--- src/rtl/pri_enc_pkg.sv ---
// Shared definitions for the priority-encoder / round-robin arbiter slice:
// arbitration mode encoding and the index-width helper.
package pri_enc_pkg;

    // Arbitration mode encoding, as driven on the mode input.
    localparam logic MODE_FIXED = 1'b0;
    localparam logic MODE_RR    = 1'b1;

    // Number of bits needed to hold an index in 0..n-1 (ceil(log2(n)), minimum 1).
    function automatic int idx_width(input int n);
        int w;
        w = 1;
        while ((32'sd1 << w) < n) begin
            w = w + 1;
        end
        return w;
    endfunction

endpackage : pri_enc_pkg

--- src/rtl/pri_enc_n.sv ---
// Combinational highest-set-bit search over an N-bit request vector.
// idx is the highest asserted position; any flags a non-zero vector.
// When req is all zero idx is 0, so it is always a legal index.
module pri_enc_n
    import pri_enc_pkg::*;
#(
    parameter  int N = 8,
    localparam int W = idx_width(N)
) (
    input  logic [N-1:0] req,
    output logic [W-1:0] idx,
    output logic         any
);

    logic [W-1:0] idx_s;

    // Ascending scan: the last set bit seen is the highest one.
    always_comb begin
        idx_s = {W{1'b0}};
        for (int i = 0; i < N; i++) begin
            idx_s = req[i] ? W'(i) : idx_s;
        end
    end

    assign idx = idx_s;
    assign any = |req;

endmodule : pri_enc_n

--- src/rtl/pri_enc_rr_n.sv ---
// N-input arbiter with a registered, valid/ready handshaked grant index.
// mode=0 grants the highest requesting index; mode=1 grants round-robin,
// scanning downward from ptr with wrap. A single highest-set-bit encoder
// serves both modes: in round-robin mode the request vector is rotated so
// that position ptr lands at the top of the encoder's search space, and the
// encoder's answer is rotated back.
module pri_enc_rr_n
    import pri_enc_pkg::*;
#(
    parameter  int N = 8,
    localparam int W = idx_width(N)
) (
    input  logic         clk,
    input  logic         rst,
    input  logic         en,
    input  logic         mode,
    input  logic [N-1:0] req,
    output logic [W-1:0] out_idx,
    output logic         out_valid,
    input  logic         out_ready
);

    // Registered state.
    logic [W-1:0] out_idx_r;
    logic         out_valid_r;
    logic [W-1:0] ptr_r;

    // Combinational datapath.
    logic [W:0]   shift_s;
    logic [N-1:0] rot_s;
    logic [N-1:0] enc_req_s;
    logic [W-1:0] enc_idx_s;
    logic         enc_any_s;
    logic [W:0]   sum_s;
    logic [W-1:0] grant_s;
    logic [W-1:0] ptr_next_s;
    logic         free_s;
    logic         capture_s;

    // Rotate req so that rot_s[j] = req[(ptr+1+j) mod N]; req[ptr] sits at
    // rot_s[N-1], req[ptr-1] just below it, and so on with wrap.
    always_comb begin
        shift_s = {1'b0, ptr_r} + {{W{1'b0}}, 1'b1};
        rot_s   = N'({req, req} >> shift_s);
    end

    // Feed the encoder the raw or the rotated vector depending on mode.
    always_comb begin
        if (mode == MODE_RR) begin
            enc_req_s = rot_s;
        end else begin
            enc_req_s = req;
        end
    end

    pri_enc_n #(
        .N (N)
    ) u_enc (
        .req (enc_req_s),
        .idx (enc_idx_s),
        .any (enc_any_s)
    );

    // Map the encoder's answer back to a channel index and derive the next ptr.
    always_comb begin
        sum_s = {1'b0, ptr_r} + {{W{1'b0}}, 1'b1} + {1'b0, enc_idx_s};
        if (mode == MODE_RR) begin
            if (sum_s >= (W+1)'(N)) begin
                grant_s = W'(sum_s - (W+1)'(N));
            end else begin
                grant_s = W'(sum_s);
            end
        end else begin
            grant_s = enc_idx_s;
        end
        if (grant_s == {W{1'b0}}) begin
            ptr_next_s = W'(N - 1);
        end else begin
            ptr_next_s = grant_s - {{(W-1){1'b0}}, 1'b1};
        end
    end

    // The output stage can take a new grant when empty or being drained now.
    always_comb begin
        free_s    = ~out_valid_r | out_ready;
        capture_s = free_s & en & enc_any_s;
    end

    // Grant register and round-robin pointer; reset dominates everything.
    always_ff @(posedge clk) begin
        if (rst) begin
            out_valid_r <= 1'b0;
            out_idx_r   <= {W{1'b0}};
            ptr_r       <= W'(N - 1);
        end else if (capture_s) begin
            out_valid_r <= 1'b1;
            out_idx_r   <= grant_s;
            if (mode == MODE_RR) begin
                ptr_r <= ptr_next_s;
            end else begin
                ptr_r <= ptr_r;
            end
        end else if (free_s) begin
            out_valid_r <= 1'b0;
            out_idx_r   <= out_idx_r;
            ptr_r       <= ptr_r;
        end else begin
            out_valid_r <= out_valid_r;
            out_idx_r   <= out_idx_r;
            ptr_r       <= ptr_r;
        end
    end

    assign out_idx   = out_idx_r;
    assign out_valid = out_valid_r;

endmodule : pri_enc_rr_n

--- config.mk ---
export PLATFORM = sky130hd
export DESIGN_NAME = pri_enc_rr_n
export DESIGN_NICKNAME = d
export VERILOG_FILES = /design/src/rtl/pri_enc_pkg.sv /design/src/rtl/pri_enc_n.sv /design/src/rtl/pri_enc_rr_n.sv
export SDC_FILE = /design/constraint.sdc
export NUM_CORES = 1
export LEC_CHECK = 0
export BUFFER_PORTS_ARGS = -buffer_cell sky130_fd_sc_hd__buf_4
export CAP_MARGIN = 10
export CORE_MARGIN = 10
export CORE_UTILIZATION = 49
export DETAILED_ROUTE_END_ITERATION = 16
export GPL_TIMING_DRIVEN = 0
export PLACE_DENSITY = 0.71
export REMOVE_ABC_BUFFERS = 1
export SYNTH_ARGS = -nofsm -noshare
export SYNTH_HDL_FRONTEND = slang
export SYNTH_SLANG_ARGS = --single-unit
--- constraint.sdc ---
create_clock -name clk -period 3.79 [get_ports clk]
set_input_delay 0.758 -clock clk [delete_from_list [all_inputs] [get_ports clk]]
set_output_delay 0.758 -clock clk [all_outputs]
set_load 0.05 [all_outputs]
==> impl_metrics.py, run 1 <==
metrics = {
    "outcome": {
        "outcome": "finished clean",
    },
    "synth": {
        "simple_gate_share_of_the_synthesized_area_pct": 18.6,
        "ys_seq_area_share_pct": 15.0,
        "synth_fa_ha_area_share_pct": 6.15,
        "synth-seq-cells": 7,
        "netlist_area_um2": 936,
        "avg_synthesized_cell_area_um2": 9.65,
        "synth_xor_area_share_pct": 1.87,
        "mux_share_of_post_synthesis_cell_area_pct": 27.9,
        "yosysWarningCount": 0,
        "area_fraction_in_compound_gates_after_synthesis_pct": 24.1,
        "synth.lib_cells_used.distinct": 36,
        "syn_inst_count": 97,
        "combinational_family_with_the_most_area_after_synthesis": "multiplexers",
    },
    "detailed_routing": {
        "vias": 868,
        "drt_first_iter_violations": 37,
        "drc": 0,
        "routed_wl_um": 2390,
        "wl_met1_um": 1050,
        "antenna_violating_nets_post_route": 0,
        "via_per_inst": 6.24,
        "met3WireLength_um": 83,
        "met2_length_um": 1260,
        "wire_per_inst_um": 17.2,
        "uppermost_layer_routed": "met3",
        "drt_pre_antenna_iters": 4,
    },
    "clocking": {
        "worst_skew_pair.late_latency_ns": 0.25,
        "clkTransAtPathRegs_ns": 0.06,
        "cts.sink_count": 7,
        "cts_tree": "built",
        "htree_num_levels": 1,
        "tritoncts.num_buffers": 3,
        "postCtsHoldBufs": 0,
        "clock_path_buffers": 2,
        "ctsRootBufferMaster": "sky130_fd_sc_hd__clkbuf_4",
    },
    "power_and_ir_drop": {
        "static-leakage-power_uw": 0.000514,
        "power.density_cell_area_nw_per_um2": 329,
        "power.ir.vdd_worst_mv": 0.211,
    },
    "timing": {
        "whs_ns": 0.470,
        "fmax_mhz": 273,
        "slew_violations": 0,
        "hold_viol": 0,
        "tightestPinTransition_ns": 0.563,
        "setup_viol": 0,
        "final.period_utilization_pct": 96.8,
        "setup_tns_final_ns": 0,
        "layout_min_cycle_time_ns": 3.67,
        "timing.max_slew.rel_slack_pct": 62.4,
        "final.setup_skew_ns": 0.00649,
    },
    "min_path": {
        "number_of_stages_on_the_worst_hold_path": 2,
        "hold_class": "reg -> reg",
        "min_to": "out_idx[2]",
        "min-delay-start": "out_idx[2]",
    },
    "global_route": {
        "grt_overflow": 0,
        "grt_antenna_before_repair": 0,
        "first_global_vias": 809,
        "grt_max_degree": 15,
        "grt_first_pass_wirelength_um": 3910,
        "grt_use_total_pct": 11.5,
    },
    "floorplanning": {
        "floorplan.initialDensity_pct": 53.0,
        "io-pin-count": 17,
        "coreArea_um2": 1760,
        "rows": 15,
        "die_extent_in_y_um": 63.7,
        "chipWidth_um": 63.7,
        "floorplan.die_area_um2": 4060,
    },
    "critical_path": {
        "ff2ff_setup_slack_ns": 0.24,
        "timing.rr.end": "ptr_r[2]",
        "worstSetupStartpointType": "input pin",
        "worst-path-max-fanout": 6,
        "timing.rr.start": "ptr_r[0]",
        "worst_setup_path_start": "req[5]",
        "reg2reg_depth": 14,
        "path_class": "in -> reg",
        "endpoint_kind": "flop",
        "crit_required_ns": 3.98,
        "cp_data_arrival_time_ns": 3.85,
    },
    "cells_and_area": {
        "syn2layout_area_growth_pct": 21.9,
        "drive_gt1_share_pct": 36.8,
        "final_cell_count_no_fill": 139,
        "insertedDiodeCount": 0,
        "finalNetCount": 132,
    },
    "flow_run": {
        "drv_cap": 0,
    },
    "placed_design": {
        "gp_routability_congestion": 0.842,
        "io_buffers": 16,
        "placedCellCount": 130,
        "place.detailed.hpwl_um": 1730,
    },
}
[worst max-delay path, cell delays in order]
cell	delay, ns
sky130_fd_sc_hd__buf_4	0.13
sky130_fd_sc_hd__mux4_2	0.49
sky130_fd_sc_hd__a222oi_1	0.33
sky130_fd_sc_hd__buf_4	0.19
sky130_fd_sc_hd__o211ai_1	0.13
sky130_fd_sc_hd__a21oi_2	0.20
sky130_fd_sc_hd__ha_2	0.18
sky130_fd_sc_hd__inv_1	0.04
sky130_fd_sc_hd__fa_1	0.47
sky130_fd_sc_hd__nor2_1	0.06
sky130_fd_sc_hd__o21bai_4	0.18
sky130_fd_sc_hd__ha_2	0.17
sky130_fd_sc_hd__ha_1	0.26
sky130_fd_sc_hd__nor2b_2	0.15
sky130_fd_sc_hd__mux2i_1	0.11
[report_power, final]
group          internal [µW]  leakage, µW  switching (µW)  total [µW]
combinational            104     0.000439             103         206
sequential              82.8    0.0000573            18.1         101
clock                   38.6    0.0000177            29.1        67.7
[layer usage]
metal	global-route usage [%]	vias to the layer above
li1	-	415
met1	14.6	435
met2	19.1	18
met3	3.36	0
met4	1.37	0
met5	0	-
[layout by cell type, fill, tap and decap left out, types with 2 or more instances in the layout]
cell	count
sky130_fd_sc_hd__a221o_1	3
sky130_fd_sc_hd__buf_4	21
sky130_fd_sc_hd__inv_1	4
sky130_fd_sc_hd__nand3_1	2
sky130_fd_sc_hd__a21oi_1	2
sky130_fd_sc_hd__mux4_1	2
sky130_fd_sc_hd__nor2b_1	8
sky130_fd_sc_hd__dfxtp_1	5
sky130_fd_sc_hd__mux2i_1	7
sky130_fd_sc_hd__o211ai_1	2
sky130_fd_sc_hd__or2_1	2
sky130_fd_sc_hd__nor2_1	8
sky130_fd_sc_hd__and2_1	2
sky130_fd_sc_hd__mux4_2	6
sky130_fd_sc_hd__clkbuf_4	3
sky130_fd_sc_hd__xnor2_1	2
sky130_fd_sc_hd__nand2_1	4
sky130_fd_sc_hd__a221oi_1	2
sky130_fd_sc_hd__a222oi_1	4
sky130_fd_sc_hd__ha_2	2
[synthesized netlist by cell type]
cell | number | area (µm²)
sky130_fd_sc_hd__a2111o_1 | 1 | 11.3
sky130_fd_sc_hd__a211oi_1 | 1 | 7.51
sky130_fd_sc_hd__a21o_1 | 1 | 7.51
sky130_fd_sc_hd__a21oi_1 | 3 | 15.0
sky130_fd_sc_hd__a221o_1 | 3 | 30.0
sky130_fd_sc_hd__a221oi_1 | 2 | 17.5
sky130_fd_sc_hd__a222oi_1 | 4 | 40.0
sky130_fd_sc_hd__a22oi_1 | 1 | 7.51
sky130_fd_sc_hd__a311oi_1 | 1 | 8.76
sky130_fd_sc_hd__a41o_1 | 1 | 10.0
sky130_fd_sc_hd__and2_1 | 2 | 12.5
sky130_fd_sc_hd__buf_1 | 1 | 3.75
sky130_fd_sc_hd__buf_6 | 2 | 22.5
sky130_fd_sc_hd__clkbuf_1 | 5 | 18.8
sky130_fd_sc_hd__dfxtp_1 | 7 | 140
sky130_fd_sc_hd__fa_1 | 1 | 20.0
sky130_fd_sc_hd__ha_1 | 3 | 37.5
sky130_fd_sc_hd__inv_1 | 4 | 15.0
sky130_fd_sc_hd__mux2i_1 | 7 | 70.1
sky130_fd_sc_hd__mux4_1 | 3 | 78.8
sky130_fd_sc_hd__mux4_2 | 5 | 113
sky130_fd_sc_hd__nand2_1 | 4 | 15.0
sky130_fd_sc_hd__nand2b_1 | 1 | 6.26
sky130_fd_sc_hd__nand3_1 | 2 | 10.0
sky130_fd_sc_hd__nand4b_2 | 1 | 15.0
sky130_fd_sc_hd__nor2_1 | 9 | 33.8
sky130_fd_sc_hd__nor2b_1 | 10 | 62.6
sky130_fd_sc_hd__nor4_1 | 1 | 6.26
sky130_fd_sc_hd__o211ai_1 | 2 | 15.0
sky130_fd_sc_hd__o21ai_0 | 1 | 5.00
sky130_fd_sc_hd__o21ai_1 | 1 | 5.00
sky130_fd_sc_hd__o21ba_1 | 1 | 10.0
sky130_fd_sc_hd__o21bai_1 | 1 | 7.51
sky130_fd_sc_hd__o41ai_4 | 1 | 27.5
sky130_fd_sc_hd__or2_1 | 2 | 12.5
sky130_fd_sc_hd__xnor2_1 | 2 | 17.5
[registers in the layout (all words and copies together) (netlist names)]
signal,count
ptr_r,3
out_idx,3
out_valid,1
[kinds of logic after synthesis]
logic type               after synthesis
flip-flops                             7
AO/OA/AOI/OAI                         25
buffers and inverters                 12
XOR/XNOR                               2
multiplexers                          15
adder cells (fa/ha/maj)                4
AND/OR/NAND/NOR                       32
[per-stage QoR]
| step | power (µW) | utilization, % | setup WS (ns) | cell area, µm² |
|---|---|---|---|---|
| 5_1_grt | 406 | 64.7 | -0.0111 | 1140 |
| 2_1_floorplan | 231 | - | 0.116 | 891 |
| 3_5_place_dp | 281 | 59.1 | -0.324 | 1040 |
| 4_1_cts | 355 | 61.6 | 0.124 | 1090 |
| 3_3_place_gp | 276 | 59.1 | -0.287 | 1040 |
| 6_report | 375 | 64.7 | 0.123 | 1140 |
[area by class of cell]
cell class,instances,area (µm²)
flip-flops and latches,7,145
fillers,162,623
clock inverters,1,5.00
inverters,4,15.0
clock buffers,3,22.5
well taps,25,31.3
repair buffers,21,158
multi-input cells,78,764
[what timing repair did]
item / in CTS / in global routing
hold endpoints to repair: 0 / 0
pin swaps: 1 / 5
buffers inserted: 2 / 3
endpoints found under the setup margin: 2 / 1
resized for setup: 2 / 11
[how the worst max path moves through the flow]
stage,endpoint,slack [ns],depth (start not counted)
after floorplan,ptr_r[2],0.12,14
after global placement,ptr_r[2],-0.29,15
after detailed placement,ptr_r[2],-0.32,15
after CTS,ptr_r[2],0.12,16
after global routing,ptr_r[2],-0.01,15
final,ptr_r[2],0.12,15
(Power assumes the default switching activity.)
==> run 2, diff against run 1 <==
--- a/config.mk
+++ b/config.mk
@@ -11,7 +11,7 @@
 export CORE_UTILIZATION = 49
 export DETAILED_ROUTE_END_ITERATION = 16
 export GPL_TIMING_DRIVEN = 0
-export PLACE_DENSITY = 0.71
+export PLACE_DENSITY = 0.74
 export REMOVE_ABC_BUFFERS = 1
 export SYNTH_ARGS = -nofsm -noshare
 export SYNTH_HDL_FRONTEND = slang
==> run 2 against run 1 <==
- sequential power is essentially flat
- global-route usage is essentially flat
- via count grew 1.2%
- clock power shrank 2%
- worst setup slack lost 0.076 ns
- die area is the same
- wire length grew 5.8%
- design area grew 0.66%
==> impl_metrics.py, run 2 (synthesized netlist as in run 1, its figures left out) <==
metrics = {
    "floorplanning": {
        "io-pin-count": 17,
        "floorplan.die_area_um2": 4060,
        "chipWidth_um": 63.7,
        "coreArea_um2": 1760,
        "floorplan.initialDensity_pct": 53.0,
        "rows": 15,
        "die_extent_in_y_um": 63.7,
    },
    "global_route": {
        "grt_first_pass_wirelength_um": 3920,
        "grt_max_degree": 15,
        "grt.met1_usage_pct": 13.9,
        "first_global_vias": 848,
        "grt_overflow": 0,
        "groute.layer.met2.usage_pct": 20.7,
        "grt_use_total_pct": 11.5,
        "global_route_track_usage_on_met3_pct": 2.65,
        "grt_antenna_before_repair": 0,
        "grt_busiest_layer": "met2",
    },
    "power_and_ir_drop": {
        "switching_power_uw": 154,
        "comb_power_share_pct": 56.2,
        "static-leakage-power_uw": 0.000506,
        "internal-power_uw": 226,
        "seqPwrFrac_pct": 26.3,
        "netSwitchingFraction_pct": 40.6,
        "total_power_uw": 380,
        "power.ir.vdd_worst_mv": 0.243,
        "power.density_cell_area_nw_per_um2": 331,
        "pwr-share-clk_pct": 17.5,
    },
    "cells_and_area": {
        "register_area_um2": 145,
        "final.fill_count": 156,
        "drive_gt1_share_pct": 37.5,
        "mostFrequentLayoutCell": "sky130_fd_sc_hd__buf_4",
        "finalNetCount": 130,
        "insertedDiodeCount": 0,
        "fin_util_pct": 65.1,
        "syn2layout_area_growth_pct": 22.7,
        "layout.cells.most_common_list": "19 x sky130_fd_sc_hd__buf_4, 9 x sky130_fd_sc_hd__nor2b_1, 8 x sky130_fd_sc_hd__nor2_1, 7 x sky130_fd_sc_hd__mux2i_1, 6 x sky130_fd_sc_hd__mux4_2",
        "multiInputGateArea_um2": 787,
    },
    "min_path": {
        "min_to": "out_idx[2]",
        "min-delay-start": "out_idx[2]",
        "hold_class": "reg -> reg",
        "number_of_stages_on_the_worst_hold_path": 2,
    },
    "clocking": {
        "cts_tree": "built",
        "cts.sink_count": 7,
        "tritoncts.num_buffers": 3,
        "ctsRootBufferMaster": "sky130_fd_sc_hd__clkbuf_4",
        "htree_num_levels": 1,
        "clock_path_buffers": 2,
        "worst_skew_pair.late_latency_ns": 0.25,
        "postCtsHoldBufs": 0,
        "clkTransAtPathRegs_ns": 0.06,
    },
    "critical_path": {
        "timing.rr.end": "ptr_r[2]",
        "crit_required_ns": 3.93,
        "reg2reg_depth": 13,
        "path_class": "in -> reg",
        "cp_data_arrival_time_ns": 3.88,
        "ff2ff_setup_slack_ns": 0.18,
        "worstSetupStartpointType": "input pin",
        "timing.rr.start": "ptr_r[0]",
        "endpoint_kind": "flop",
        "worst-path-max-fanout": 6,
    },
    "timing": {
        "hold_viol": 0,
        "final.period_utilization_pct": 98.8,
        "tightestPinTransition_ns": 0.592,
        "slew_violations": 0,
        "timing.max_slew.rel_slack_pct": 60.5,
        "whs_ns": 0.463,
        "setup_viol": 0,
        "setup_tns_final_ns": 0,
        "final_critical_path_setup_slack_ns": 0.0468,
        "final.setup_skew_ns": 0.00661,
        "layout_min_cycle_time_ns": 3.74,
        "fmax_mhz": 267,
    },
    "flow_run": {
        "drv_cap": 0,
    },
    "placed_design": {
        "place.detailed.hpwl_um": 1830,
        "place_ws_ns": -0.289,
        "gp_routability_congestion": 0.814,
        "io_buffers": 16,
    },
    "detailed_routing": {
        "routed_wl_um": 2530,
        "antenna_violating_nets_post_route": 0,
        "drc": 0,
        "drt_pre_antenna_iters": 4,
        "vias": 878,
        "via_per_inst": 6.41,
        "drt_first_iter_violations": 52,
        "wire_per_inst_um": 18.5,
    },
    "outcome": {
        "outcome": "finished clean",
    },
}
==> run 2: worst max-delay path by stage <==
stage / startpoint / slack, ns / endpoint / cells past startpoint
after CTS: req[3] / 0.12 / ptr_r[2] / 15
after detailed placement: req[3] / -0.29 / ptr_r[2] / 15
after floorplan: req[3] / 0.12 / ptr_r[2] / 14
final: req[5] / 0.05 / ptr_r[2] / 14
after global placement: req[3] / -0.29 / ptr_r[2] / 15
after global routing: req[4] / -0.1 / ptr_r[2] / 14
==> run 2: cell type report <==
| class | instances | share of cell area [%] |
|---|---|---|
| multi-input cells | 78 | 68.5 |
| flip-flops and latches | 7 | 12.6 |
| repair buffers | 19 | 12.4 |
| well taps | 25 | 2.72 |
| clock buffers | 3 | 1.96 |
| inverters | 4 | 1.31 |
| clock inverters | 1 | 0.436 |
==> run 2: metal layers <==
layer	up-vias	share of wire, %
li1	412	-
met3	2	3.9
met2	29	57
met1	435	38
met5	-	0
met4	0	0.75
==> run 2: power groups by stage <==
stage                     logic, µW  clock network, µW  registers [µW]
after CTS                       185               70.0             100
after global placement          176                  0             100
final                           214               66.4             100
after floorplan                 116                  0             115
after global routing            232               75.3             103
after detailed placement        182                  0             101
==> run 2: stage by stage <==
| step | instance area (µm²) | std cells |
|---|---|---|
| final | 1150 | 137 |
| after global routing | 1150 | 137 |
| after CTS | 1080 | 135 |
| after detailed placement | 1040 | 130 |
| after global placement | 1040 | 130 |
| after floorplan | 891 | 89 |
==> run 2: worst max-delay path, cell delays in order <==
cell and delay [ns]:
sky130_fd_sc_hd__buf_4 0.13, sky130_fd_sc_hd__mux4_2 0.48, sky130_fd_sc_hd__a222oi_1 0.48, sky130_fd_sc_hd__o211ai_1 0.24, sky130_fd_sc_hd__a21oi_2 0.21, sky130_fd_sc_hd__ha_2 0.19, sky130_fd_sc_hd__inv_2 0.04, sky130_fd_sc_hd__fa_1 0.52
sky130_fd_sc_hd__nor2_2 0.05, sky130_fd_sc_hd__o21bai_4 0.19, sky130_fd_sc_hd__ha_4 0.17, sky130_fd_sc_hd__ha_4 0.25, sky130_fd_sc_hd__nor2b_2 0.12, sky130_fd_sc_hd__mux2i_1 0.06
==> run 2: what timing repair did <==
action | in CTS | in global routing
setup endpoints to repair | 2 | 2
buffers inserted | 1 | 2
pin swaps | 1 | 6
gates resized for setup | 2 | 12
